<file path="src/rtl/mips_pkg.sv">
// Shared types and constants for the MIPS core front end.
// Fetch FSM encoding plus reset PC and bubble encoding.
package mips_pkg;

   typedef enum logic [1:0] {
      BOOT,
      FETCH,
      HOLD,
      DRAIN
   } fetch_state_t;

   localparam logic [31:0] RESET_PC = 32'h0040_0000;
   localparam logic [31:0] NOP      = 32'h0000_0000;

   function automatic logic [31:0] word_align(
      input logic [31:0] a
   );
      return {a[31:2], 2'b00};
   endfunction

endpackage

</file>
<file path="src/rtl/if_id_reg.sv">
// IF/ID pipeline register: instruction, PC+4 and valid bit.
// Load has the data path; bubble clears instr/valid but keeps PC+4.
module if_id_reg #(
   parameter logic [31:0] NOP = mips_pkg::NOP
) (
   input  logic        clk,
   input  logic        rst_n,
   input  logic        load_i,
   input  logic        bubble_i,
   input  logic [31:0] instr_i,
   input  logic [31:0] pcplus4_i,
   output logic [31:0] instr_o,
   output logic [31:0] pcplus4_o,
   output logic        valid_o
);

   logic [31:0] instr_q, instr_d;
   logic [31:0] pc4_q, pc4_d;
   logic        valid_q, valid_d;

   always_comb begin
      instr_d = instr_q;
      pc4_d   = pc4_q;
      valid_d = valid_q;
      unique case (1'b1)
         load_i: begin
            instr_d = instr_i;
            pc4_d   = pcplus4_i;
            valid_d = 1'b1;
         end
         bubble_i: begin
            instr_d = NOP;
            valid_d = 1'b0;
         end
         default: ;
      endcase
   end

   always_ff @(posedge clk or negedge rst_n) begin
      if (!rst_n) begin
         instr_q <= NOP;
         pc4_q   <= '0;
         valid_q <= 1'b0;
      end else begin
         instr_q <= instr_d;
         pc4_q   <= pc4_d;
         valid_q <= valid_d;
      end
   end

   assign instr_o   = instr_q;
   assign pcplus4_o = pc4_q;
   assign valid_o   = valid_q;

endmodule

</file>
<file path="src/rtl/fetch_stage.sv">
// IF stage: PC, imem req/ready handshake, branch redirect,
// one-entry decode-stall buffer, feeding the IF/ID register.
module fetch_stage #(
   parameter logic [31:0] RESET_PC = mips_pkg::RESET_PC,
   parameter logic [31:0] NOP      = mips_pkg::NOP
) (
   input  logic        clk,
   input  logic        rst_n,
   input  logic        StallF,
   input  logic        StallD,
   input  logic        PCSrcD,
   input  logic [31:0] PCBranchD,
   output logic        imem_req,
   output logic [31:0] imem_addr,
   input  logic        imem_ready,
   input  logic [31:0] imem_rdata,
   output logic [31:0] InstrD,
   output logic [31:0] PCPlus4D,
   output logic        ValidD
);

   import mips_pkg::fetch_state_t;
   import mips_pkg::BOOT;
   import mips_pkg::FETCH;
   import mips_pkg::HOLD;
   import mips_pkg::DRAIN;
   import mips_pkg::word_align;

   fetch_state_t state_q, state_d;
   logic [31:0]  pcf_q, pcf_d;
   logic [31:0]  buf_q, buf_d;
   logic [31:0]  tgt_q, tgt_d;
   logic         inflight_q, inflight_d;

   logic        req;
   logic        done;
   logic [31:0] br;
   logic [31:0] pcf4;
   logic        ld;
   logic        bub;
   logic [31:0] ld_instr;

   assign br   = word_align(PCBranchD);
   assign pcf4 = pcf_q + 32'd4;

   // An issued request must stay up until ready, even under StallF.
   always_comb begin
      req = 1'b0;
      unique case (state_q)
         FETCH:   req = !StallF || inflight_q;
         DRAIN:   req = 1'b1;
         default: req = 1'b0;
      endcase
   end

   assign done       = req && imem_ready;
   assign inflight_d = req && !imem_ready;
   assign imem_req   = req;
   assign imem_addr  = word_align(pcf_q);

   always_comb begin
      state_d  = state_q;
      pcf_d    = pcf_q;
      buf_d    = buf_q;
      tgt_d    = tgt_q;
      ld       = 1'b0;
      bub      = 1'b0;
      ld_instr = imem_rdata;
      unique case (state_q)
         BOOT: state_d = FETCH;
         FETCH: begin
            if (StallD) begin
               if (done) begin
                  buf_d   = imem_rdata;
                  state_d = HOLD;
               end
            end else if (PCSrcD) begin
               bub = 1'b1;
               if (done) begin
                  pcf_d = br;
               end else begin
                  tgt_d   = br;
                  state_d = DRAIN;
               end
            end else if (done) begin
               ld    = 1'b1;
               pcf_d = pcf4;
            end else begin
               bub = 1'b1;
            end
         end
         HOLD: begin
            if (!StallD) begin
               state_d = FETCH;
               if (PCSrcD) begin
                  bub   = 1'b1;
                  pcf_d = br;
               end else begin
                  ld       = 1'b1;
                  ld_instr = buf_q;
                  pcf_d    = pcf4;
               end
            end
         end
         DRAIN: begin
            bub = !StallD;
            if (done) begin
               pcf_d   = tgt_q;
               state_d = FETCH;
            end
         end
         default: state_d = BOOT;
      endcase
   end

   always_ff @(posedge clk or negedge rst_n) begin
      if (!rst_n) begin
         state_q    <= BOOT;
         pcf_q      <= RESET_PC;
         buf_q      <= NOP;
         tgt_q      <= RESET_PC;
         inflight_q <= 1'b0;
      end else begin
         state_q    <= state_d;
         pcf_q      <= pcf_d;
         buf_q      <= buf_d;
         tgt_q      <= tgt_d;
         inflight_q <= inflight_d;
      end
   end

   if_id_reg #(
      .NOP(NOP)
   ) u_if_id (
      .clk      (clk),
      .rst_n    (rst_n),
      .load_i   (ld),
      .bubble_i (bub),
      .instr_i  (ld_instr),
      .pcplus4_i(pcf4),
      .instr_o  (InstrD),
      .pcplus4_o(PCPlus4D),
      .valid_o  (ValidD)
   );

endmodule

</file>
<file path="config.mk">
export PLATFORM = sky130hd
export DESIGN_NAME = fetch_stage
export DESIGN_NICKNAME = d
export VERILOG_FILES = /design/src/rtl/mips_pkg.sv /design/src/rtl/if_id_reg.sv /design/src/rtl/fetch_stage.sv
export SDC_FILE = /design/constraint.sdc
export NUM_CORES = 1
export LEC_CHECK = 0
export CORE_MARGIN = 1.5
export CORE_UTILIZATION = 46
export DETAILED_ROUTE_END_ITERATION = 12
export PLACE_DENSITY = 0.77
export SYNTH_ARGS = -nofsm -noshare
export SYNTH_HDL_FRONTEND = slang
export SYNTH_SLANG_ARGS = --single-unit
</file>
<file path="constraint.sdc">
create_clock -name clk -period 2.08 [get_ports clk]
set_clock_uncertainty 0.15 [all_clocks]
set_input_delay 0.312 -clock clk [delete_from_list [all_inputs] [get_ports clk]]
set_output_delay 0.312 -clock clk [all_outputs]
set_load 0.02 [all_outputs]
</file>
# Word level (Yosys, flattened, before mapping)
# Index checks and enable logic that the tools add are counted.
dict set report totals {
  ff_bits 162
  ram_bits 0
  memories 0
  mem_bits_ro 0
  latchBits 0
}
dict set report op_classes {
  addsub 1
  reduce_logical 13
  n_eq_ne 10
  multipliers 0
  n_lt_le_gt_ge 0
  bitwise 2
  n_shift 0
  mux 33
  div 0
}
# operator count
set op_table {}
lappend op_table {{$mux 32} 10}
lappend op_table {{$pmux 32 s3} 1}
lappend op_table {{$pmux 32 s2} 1}
lappend op_table {{$add 32x3->32 const B} 1}
lappend op_table {{$mux 2} 6}
lappend op_table {{$mux 1} 10}
lappend op_table {{$reduce_and 5->1} 2}
lappend op_table {{$ne 3x3->1 const B} 3}
lappend op_table {{$ne 2x2->1 const B} 4}
lappend op_table {{$pmux 2 s4} 1}
lappend op_table {{$pmux 1 s2} 3}
lappend op_table {{$eq 2x2->1 const B} 2}
lappend op_table {{$reduce_and 4->1} 1}
lappend op_table {{$logic_not 1->1} 3}
lappend op_table {{$pmux 1 s3} 1}
lappend op_table {{$reduce_and 3->1} 1}
lappend op_table {{$reduce_bool 3->1} 1}
lappend op_table {{$eq 2x1->1 const B} 1}
lappend op_table {{$logic_and 1x1->1} 2}
lappend op_table {{$logic_not 2->1} 1}
lappend op_table {{$not 1->1} 2}
lappend op_table {{$reduce_bool 2->1} 1}
lappend op_table {{$logic_or 1x1->1} 1}

# Longest topological paths before layout
dict set report depth {
  depth_word 9
  ltp_mapped 10
  ltp_nobuf 7
}

# Hierarchy
# From an unflattened synthesis, not the netlist that was laid out.
dict set report unflattened {
  hier_cells 687
  area_unflattened_um2 8045.2
}
# mod n_inst area_per_inst_um2 seq_area_each_um2 cells_each
set modules_own_cells {}
lappend modules_own_cells {fetch_stage 1 5457.7 2379.8 513}
lappend modules_own_cells {if_id_reg 1 2587.5 1626.6 174}

# Worst setup path after synthesis
# Ideal clock, no wire load.
dict set report synth_path {
  kind {register -> register}
  from {register state_q[1]}
  to {register tgt_q[2]}
  path_stages_with_launch 9
  setup_slack_ns -0.181
  arrival_ns 1.984
  period_less_slack_ns 2.261
  required_time_ns 1.802
  path_cell_list {dfrtp_1 > inv_1 > ha_1 > inv_1 > o21ai_2 > nand2_1 > and3_1 > buf_2 > mux2_1}
}
dict set report synth_via {
  elab_chain_cells 5
  elab_cells_between_ends 6
  cone_classes {eq/ne: 2; mux: 1; bitwise: 1; reduce/logical: 2}
}
# element line_no
set synth_rtl {}
lappend synth_rtl {{start: declaration} fetch_stage.sv:29} ;# fetch_state_t state_q, state_d;
lappend synth_rtl {{start signal: assignment} fetch_stage.sv:124} ;# state_q <= state_d;
lappend synth_rtl {{$eq 2x2->1 / $eq 2x1->1 (equally long branches)} fetch_stage.sv:49} ;# unique case (state_q)
lappend synth_rtl {{$pmux 1 s2 (*)} fetch_stage.sv:49}
lappend synth_rtl {{named net imem_req} fetch_stage.sv:13} ;# output logic imem_req,
lappend synth_rtl {{$logic_and 1x1->1 (*)} fetch_stage.sv:56} ;# assign done = req && imem_ready;
lappend synth_rtl {{$not 1->1 (no line) (*)} n/a}
lappend synth_rtl {{$reduce_and 4->1 (no line) (*)} n/a}
lappend synth_rtl {{end signal: assignment} fetch_stage.sv:127} ;# tgt_q <= tgt_d;
lappend synth_rtl {{end: declaration} fetch_stage.sv:32} ;# logic [31:0] tgt_q, tgt_d;
# The timed path passes the listed nets; every way through them passes the cells marked *.
# A chain may end at the register's enable or synchronous reset.

# Worst setup path after layout
dict set report layout_path {
  from {register state_q[1]}
  to {register buf_q[19]}
}
dict set report layout_via {
  elab_chain_cells 4
  elab_cells_between_ends 5
  cone_classes {eq/ne: 2; mux: 1; reduce/logical: 2}
}
# element line_no
set layout_rtl {}
lappend layout_rtl {{$eq 2x2->1 / $eq 2x1->1 (equally long branches)} {fetch_stage.sv:49, fetch_stage.sv:69}}
lappend layout_rtl {{$pmux 1 s2} fetch_stage.sv:49}
lappend layout_rtl {{$logic_and 1x1->1} fetch_stage.sv:56}
lappend layout_rtl {{$reduce_and 3->1 (no line) (*)} n/a}
lappend layout_rtl {{end signal: assignment} fetch_stage.sv:126} ;# buf_q <= buf_d;
lappend layout_rtl {{end: declaration} fetch_stage.sv:31} ;# logic [31:0] buf_q, buf_d;
# Every way passes the cells marked *; elsewhere a longest branch is shown, timed or not.

==> qor.yml <==
placed_design:
  dp_hpwl_mm: 14.4
  dp.cells: 1121
  portBuffers: 161
  gp_congestion: 0.879
routing:
  post_drt_wl_per_cell_um: 22.9
  ant_nets: 0
  drc: 0
  drt-initial-drc-count: 582
  drt-total-wl_mm: 27.5
  vias: 7274
  dr.pass1.iters: 7
  viasPerCell: 6.06
yosys:
  ys_ff_latch: 158
  syn_inst: 705
  synth-main-ff-cell: "dfrtp_1"
  synth_area_um2: 7610
  avgSynthCellArea_um2: 10.8
  synth_enable_flop_cells: 0
  seq_area_frac_synth_pct: 52.0
  ys_async_sr_fraction_pct: 100
  synth.distinct_cells: 57
  ys_warn_count: 0
floorplan:
  dieWidth_um: 132
  row_count: 46
  core_area_um2: 16000
  initial_utilization_pct: 47.6
  dieArea_um2: 17300
  ioPinCount: 168
  die_h_um: 132
power_and_ir_drop:
  p_int_mw: 12.8
  p_clk_share_pct: 17.2
  swShare_pct: 39.2
  finalPower_mw: 21.0
  power.leakage_nw: 5.08
  p_per_area_nw_per_um2: 1720
  pwr-share-seq_pct: 27.4
  vdd_ir_drop_max_uv: 903
  combPwrFrac_pct: 55.3
  switchingPower_mw: 8.24
status:
  status: "finished, violations left"
  failed_checks: "negative setup slack"
finish:
  utilization_pct: 76.2
  area_growth_pct: 60.2
  final_cell_mix: "clkdlybuf4s50_1, dfrtp_1, buf_4, nor2_1, mux2i_1"
  layout_commonest_cell: "clkdlybuf4s50_1"
  fin_nets: 1047
  instances_no_fill: 1201
  layout-drive-gt1-share_pct: 35.9
global_routing:
  grt_pass1_vias: 6722
  grt_max_degree: 70
  track_usage_pct: 26.0
  grt_overflow: 0
  grt_pass1_wl_mm: 35.8
  antenna_found_initial: 0
timing:
  setup_viol: 134
  layout_setup_ws_ps: -184
  maxSlewViolCount: 0
  hold_violations: 0
  fmaxAchievable_ghz: 0.442
  whs_ps: 203
  final.min_clock_period_ps: 2260
  rsz0062_at_grt: "true"
  min_period_over_period_pct: 109
setup_path:
  crit_fanout: 6
  endpoint_kind: "register"
  worst_setup_path_start_kind: "register"
  worstSetupPathType: "register to register"
  reg2reg_to: "buf_q[19]"
  r2r_setup_slack_ps: -180
  worstPathRequired_ps: 2240
  arrival_ps: 2430
  r2r_cells: 9
  r2r-start: "state_q[1]"
clocking:
  cts_buffer_depth: 2
  insertion_delay_ps: 430
  htree_levels: 4
  clkTransAtPathRegs_ps: 60
  cts_buffers: 17
  root_buffer: "clkbuf_16"
  cts_tree: "yes"
  cts_num_sinks: 158
worst_hold_path:
  hp-class: "primary input to asynchronous set/reset pin"
job:
  max_cap_viol_count: 0
[repair_timing]
action,in CTS,in global routing
endpoints found under the setup margin,153,158
gates cloned,4,15
hold buffers,1,0
pin swaps,17,29
endpoints found under the hold margin,34,0
gates resized for setup,63,173
setup buffers,7,22
[Yosys cell counts (all sizes together), types with 7 or more instances]
master	instances	share of area (%)
dfrtp	156	51
nor2	66	3.3
mux2	62	9.2
nand2	45	2.2
o21ai	45	3.0
a211oi	37	3.6
mux2i	36	4.7
clkbuf	32	1.6
a21oi	24	1.6
nand3	24	1.6
xnor2	22	2.5
buf	19	1.4
inv	19	0.94
nor3	10	0.85
o31a	10	1.2
a22oi	9	0.89
o22ai	9	0.74
nand4	8	0.74
nor4	7	0.58
[registers in the layout, indices dropped and copies added (netlist names)]
name               flops
inflight_q             1
tgt_q                 30
state_q                2
pcf_q                 30
buf_q                 32
u_if_id.valid_o        1
u_if_id.instr_o       32
u_if_id.pcplus4_o     30
[per-layer routing]
layer | part of all wire [%] | up-vias | track usage, %
li1 | - | 3092 | -
met5 | 0 | - | 0
met4 | 4.6 | 0 | 10.4
met2 | 48 | 459 | 42.3
met3 | 8.6 | 122 | 6.10
met1 | 38 | 3601 | 33.7
[worst max-delay path by stage]
stage,start,end,slack (ps),cells past startpoint
3_5_place_dp,imem_ready,pcf_q[29],-400,7
2_1_floorplan,state_q[0],pcf_q[14],-100,8
4_1_cts,state_q[0],pcf_q[29],-130,6
3_3_place_gp,imem_ready,pcf_q[29],-380,7
6_report,state_q[1],buf_q[19],-180,9
5_1_grt,state_q[1],buf_q[4],-240,9
[critical path, cell delays in order, from the launching register on]
cell and delay [ps]:
dfrtp_2 470, inv_2 100, ha_4 200, inv_6 50
o21ai_4 230, buf_6 140, nand4_1 150, buf_6 200
clkbuf_16 170, mux2_2 280
[cell families after synthesis]
| kind of cell | synth area share (%) |
|---|---|
| AO/OA/AOI/OAI | 15.2 |
| XOR/XNOR | 2.99 |
| adder cells (fa/ha/maj) | 0.986 |
| buffers and inverters | 3.93 |
| flip-flops | 52.0 |
| multiplexers | 13.9 |
| other | 0.0493 |
| AND/OR/NAND/NOR | 11.0 |
[area by class of cell]
| cell class | instances | area [um^2] |
|---|---|---|
| Antenna cell | 1 | 2.50 |
| Clock buffer | 18 | 439 |
| Clock inverter | 14 | 240 |
| Fill cell | 976 | 3810 |
| Inverter | 19 | 76.3 |
| Multi-Input combinational cell | 481 | 4070 |
| Sequential cell | 158 | 3960 |
| Tap cell | 216 | 270 |
| Timing Repair Buffer | 294 | 3140 |
[stage by stage]
stage | setup WS, ps | TNS, ps | area (um^2)
2_1_floorplan | -103 | -3380 | 7670
3_3_place_gp | -379 | -16350 | 10100
3_5_place_dp | -402 | -19900 | 10100
4_1_cts | -126 | -2250 | 11100
5_1_grt | -238 | -17320 | 12200
6_report | -184 | -9810 | 12200
[power by group through the flow]
| stage | sequential [mW] | clock [mW] | combinational (mW) |
|---|---|---|---|
| after floorplan | 6.58 | 0 | 3.61 |
| after global placement | 5.52 | 0 | 8.45 |
| after detailed placement | 5.58 | 0 | 8.66 |
| after CTS | 5.58 | 3.61 | 9.52 |
| after global routing | 5.90 | 3.78 | 12.1 |
| final | 5.76 | 3.61 | 11.6 |
Note: power is estimated with default switching activity, not from simulation.
==> patch 1 (same settings) <==
Make the reset (`rst_n`) synchronous in 2 clocked blocks.
--- a/src/rtl/if_id_reg.sv
+++ b/src/rtl/if_id_reg.sv
@@ -36,7 +36,7 @@
       endcase
    end
 
-   always_ff @(posedge clk or negedge rst_n) begin
+   always_ff @(posedge clk) begin
       if (!rst_n) begin
          instr_q <= NOP;
          pc4_q   <= '0;
--- a/src/rtl/fetch_stage.sv
+++ b/src/rtl/fetch_stage.sv
@@ -113,7 +113,7 @@
       endcase
    end
 
-   always_ff @(posedge clk or negedge rst_n) begin
+   always_ff @(posedge clk) begin
       if (!rst_n) begin
          state_q    <= BOOT;
          pcf_q      <= RESET_PC;
Function: differs if rst_n is asserted again (counterexample within 4 cycles, from zero or initial values and one cycle with rst_n low); with rst_n held inactive, the same outputs for 4 cycles.
==> patch 1 against the original RTL <==
- the run still ends with setup timing left
- non-clock buffer count fell by 24
- highest routed layer unchanged
- area after synthesis fell by 0.38%
- worst setup slack improved by 57 ps
- global-route usage fell by 0.45 points
- final area fell by 5.0%
- routed wire length fell by 9.9%
- utilization fell by 3.8 points
- sequential cell count did not move
- die area fell by 0.37%
Power is not compared: it rests on default switching activity, and its combinational part moved more than twofold at a synthesized area within 25%.
==> patch 1: results (changes against the original RTL) <==
=================================================================================================================
Total Routing Usage GR                                                                                      25.6%   was 26.0%
Global-route wire length before repair                                                                    35.5 mm   was 35.8 mm
Setup fix buffers added after clock tree synthesis                                                              4   was 7
Number of instances in the synthesized netlist                                                                935   was 705
Critical path arrival                                                                                     2380 ps   was 2430 ps
Violations in the final reports                                                                      setup timing   unchanged
Number of distinct library cells after synthesis                                                               56   was 57
Placed cell count                                                                                            1320   was 1121
Result of the run                                                                                    finished with violations   unchanged
Nets@finish                                                                                                  1221   was 1047
Dpl ws                                                                                                    -361 ps   was -402 ps
Arithmetic-cell share of the synthesized area counting full adders, half adders and majority gates         0.990%   was 0.986%
Layout cells sized above 1                                                                                  21.8%   was 35.9%
Hpwl dp                                                                                                   14.9 mm   was 14.4 mm
GR met1 Demand/Resource                                                                                     33.7%   about the same
Met3 Usage GRT                                                                                              5.67%   was 6.10%
Final worst setup slack                                                                                   -128 ps   was -184 ps
Area contributors post-synth                                                                         dfxtp_1, nand2_1, a21boi_0   was dfrtp_1, mux2_2, mux2i_1
Met3 routed WL                                                                                            1.72 mm   was 2.38 mm
Cts repair resizes                                                                                             65   was 63
Number of DRC markers after the initial detailed-route iteration                                              681   was 582
Endpoints failing setup                                                                                        83   was 134
Most used flip-flop cell after synthesis                                                                  dfxtp_1   was dfrtp_1
Cell Area, Placed                                                                                      0.0101 mm²   about the same
Sequential area share after synthesis                                                                       41.7%   was 52.0%
Largest fanout on the critical path                                                                             8   was 6
Routed wire length on met2                                                                                11.9 mm   was 13.3 mm
Multiplexer fraction of the synthesized cell area                                                           5.02%   was 13.9%
Global placer's final weighted congestion                                                                   0.885   was 0.879
Layout Cells excl Fill                                                                                       1374   was 1201
=================================================================================================================
patch 1: changes by cell type in the layout (fill, tap and decap cells not counted), sizes merged, moves of 9 or more:
cell    delta
o21ai     +10
dfxtp    +158
nand3     -11
a22oi      -9
dfrtp    -156
a21oi     +27
mux2      -62
buf       -25
nand2    +146
a21boi    +73
nor2      +11
patch 1: worst paths after layout:
check	start	slack (ps)	cells past startpoint	endpoint
max	state_q[0]$_SDFFE_PN0P_	-130	9	buf_q[25]$_SDFFE_PN0P_
min	rst_n	80	3	pcf_q[11]$_SDFFE_PN0P_
max reg2reg	state_q[0]$_SDFFE_PN0P_	-130	9	buf_q[25]$_SDFFE_PN0P_
min reg2reg	tgt_q[11]$_SDFFE_PN0P_	300	2	tgt_q[11]$_SDFFE_PN0P_
patch 1: cell type report:
type / instances / area [µm²]
multi-input cells: 687 / 4540
fillers: 1172 / 4410
flip-flops and latches: 158 / 3200
repair buffers: 270 / 2920
clock buffers: 19 / 454
well taps: 216 / 270
clock inverters: 12 / 159
inverters: 11 / 41.3
diodes: 1 / 2.50
patch 1: per-stage QoR:
step                      setup TNS [ps]  utilization (%)
after detailed placement          -32350             63.2
final                              -3290             72.4
after global routing               -8490             72.4
after CTS                          -1830             68.2
after floorplan                     -470                -
after global placement            -27580             63.2
patch 1: kinds of logic (layout without fill, tap and decap cells):
logic type | Yosys count | after routing
compound gates | 266 | 266
xor+xnor | 29 | 29
fa+ha+maj | 6 | 6
buf+inv | 93 | 312
flops | 158 | 158
mux | 38 | 38
other cells | 1 | 5
simple gates | 344 | 344
patch 1: worst max-delay path, cell delays in order, from the launching register on:
cell,delay (ps)
dfxtp_2,340
ha_4,170
or3b_4,410
buf_12,140
buf_4,130
nand4_1,110
buf_12,140
buf_6,150
nand2_1,90
a21boi_0,260
==> patch 2 (same settings) <==
Without the edit above. `pc4_q` no longer has a reset.
--- a/src/rtl/if_id_reg.sv
+++ b/src/rtl/if_id_reg.sv
@@ -39,13 +39,15 @@
    always_ff @(posedge clk or negedge rst_n) begin
       if (!rst_n) begin
          instr_q <= NOP;
-         pc4_q   <= '0;
          valid_q <= 1'b0;
       end else begin
          instr_q <= instr_d;
-         pc4_q   <= pc4_d;
          valid_q <= valid_d;
       end
+   end
+
+   always_ff @(posedge clk) begin
+      pc4_q <= pc4_d;
    end
 
    assign instr_o   = instr_q;
Check against the original RTL: differs if rst_n is asserted again (counterexample within 4 cycles, from zero or initial values and one cycle with rst_n low); with rst_n held inactive, the same outputs for 4 cycles.
==> patch 2 against the original RTL <==
- sequential cell count unchanged
- critical path type unchanged
- power decreased by 16%
- routed wire length fell by 17%
- worst setup slack improved by 73 ps
- final area down 6.1%
- die area is 0.76% lower
- critical endpoint is now u_if_id.pcplus4_o[9]$_DFFE_PP_
- critical path depth decreased by 3
- area after synthesis shrank 0.77%
- the flow still finishes with violations (setup timing)
- largest power group unchanged
==> patch 2: results (changes against the original RTL) <==
=================================================================================================================
Vias per Instance                                                                                            5.84   was 6.06
Cell family with most CP delay                                                                       simple AND/OR/NAND/NOR gates   was buffers and inverters
XOR/XNOR Fraction of Synth Area                                                                             3.25%   was 2.99%
Number of distinct library cells after synthesis                                                               63   was 57
Global placer's final weighted congestion                                                                   0.877   was 0.879
Largest fanout on the critical path                                                                            19   was 6
Number of DRC markers after the initial detailed-route iteration                                              499   was 582
Clock-pin slew on the worst setup and hold paths                                                            60 ps   about the same
Met3 routed WL                                                                                            2.12 mm   was 2.38 mm
IR Drop Worst-Case VDD                                                                                  0.00104 V   was 0.000903 V
Final routed wirelength across all metal layers                                                           22.8 mm   was 27.5 mm
Sequential area share after synthesis                                                                       54.4%   was 52.0%
R2r setup slk                                                                                             -110 ps   was -180 ps
Multiplexer fraction of the synthesized cell area                                                           14.1%   was 13.9%
Antenna diodes                                                                                                  0   was 1
Pin count of the biggest net entering global routing                                                           37   was 70
Nets@finish                                                                                                   967   was 1047
Compound-gate portion of the synthesized area                                                               13.3%   was 15.2%
Worst hold slack after final layout                                                                        222 ps   was 203 ps
Routed wire length on met2                                                                                11.1 mm   was 13.3 mm
Number of instances in the synthesized netlist                                                                650   was 705
Beginning of the critical path                                                                       state_q[0]$_DFFE_PN0P_   was state_q[1]$_DFFE_PN0P_
Violations in the final reports                                                                      setup timing   unchanged
Critical path arrival                                                                                     2230 ps   was 2430 ps
Global-route wire length before repair                                                                    33.9 mm   was 35.8 mm
Layout cells sized above 1                                                                                  32.6%   was 35.9%
Endpoints failing setup                                                                                        84   was 134
Area contributors post-synth                                                                         dfrtp_1, edfxtp_1, mux2_2   was dfrtp_1, mux2_2, mux2i_1
Arithmetic-cell share of the synthesized area counting full adders, half adders and majority gates         0.994%   was 0.986%
Result of the run                                                                                    finished with violations   unchanged
Met1 Routed Length                                                                                        8.70 mm   was 10.6 mm
Placed cell count                                                                                            1060   was 1121
Fin. max-slew vios                                                                                              0   unchanged
Final worst setup slack                                                                                   -111 ps   was -184 ps
Maximum single-stage delay on the critical path                                                            450 ps   was 470 ps
Total Routing Usage GR                                                                                      25.1%   was 26.0%
Cell types with the highest counts after synthesis                                                   dfrtp_1, mux2_2, nor2_1   was dfrtp_1, nor2_1, mux2_2
Via count of the first global-routing pass                                                                   6494   was 6722
=================================================================================================================
-- patch 2: changes by cell type in the layout (fill, tap and decap cells not counted), sizes merged, moves of 10 or more --
cell    unedited run  this run
a21oi             24        34
buf              125        99
dfrtp            156       126
edfxtp             0        30
nand2             45        21
nand3             24        12
nor2              66        53
o21ai             45        24
-- patch 2: per-layer routing --
layer / GRT usage (%) / vias to the layer above
li1: - / 2869
met1: 30.2 / 3231
met2: 40.9 / 365
met3: 8.91 / 74
met4: 10.8 / 0
met5: 0 / -
-- patch 2: final timing paths --
check | depth (start not counted) | end
hold / removal | 2 | tgt_q[13]$_DFFE_PN0P_
setup reg to reg | 6 | u_if_id.pcplus4_o[9]$_DFFE_PP_
max in group asynchronous | 3 | buf_q[25]$_DFFE_PN0P_
min in group clk | 1 | tgt_q[30]$_DFFE_PN0P_
hold reg to reg | 1 | tgt_q[30]$_DFFE_PN0P_
setup / recovery | 6 | u_if_id.pcplus4_o[9]$_DFFE_PP_
-- patch 2: area by class of cell --
| type | instances | area [µm²] |
|---|---|---|
| Fill cell | 1046 | 4490 |
| Sequential cell | 158 | 4120 |
| Multi-Input combinational cell | 430 | 3610 |
| Timing Repair Buffer | 266 | 2790 |
| Clock buffer | 22 | 507 |
| Tap cell | 216 | 270 |
| Clock inverter | 10 | 81.3 |
| Inverter | 18 | 71.3 |
-- patch 2: cells by family after synthesis --
kind of cell / Yosys count
compound gates: 150
xor+xnor: 28
fa+ha+maj: 6
buf+inv: 65
flops: 158
mux: 99
other cells: 1
simple gates: 143
-- patch 2: worst register-to-register path, stage by stage, from the launching register on --
cell     delay, ps
dfrtp_2        450
ha_4           180
or3b_4         380
and3_4         190
o211a_4        310
buf_12         150
buf_12         150
-- patch 2: timing repair --
action                     CTS  global route
gates cloned                 1            10
setup buffers                1            15
setup endpoints to repair  106           159
hold buffers                 1             0
resized for setup           30            65
hold endpoints to repair    24             0
pin swaps                    4            17
-- patch 2: power breakdown --
part	internal [µW]	switching, µW	total, µW
Combinational	4440	4390	8830
Clock	1840	1280	3120
Sequential	4610	981	5590
Total	10900	6650	17500
-- patch 2: stage by stage --
step	power (µW)	TNS (ps)	instance area, µm²	setup slack (ps)
2_1_floorplan	9820	-9040	7810	-171
3_3_place_gp	12800	-23430	10100	-269
3_5_place_dp	13100	-24150	10100	-285
4_1_cts	16400	-2270	10800	-58.0
5_1_grt	18400	-11280	11400	-174
6_report	17500	-5870	11400	-111
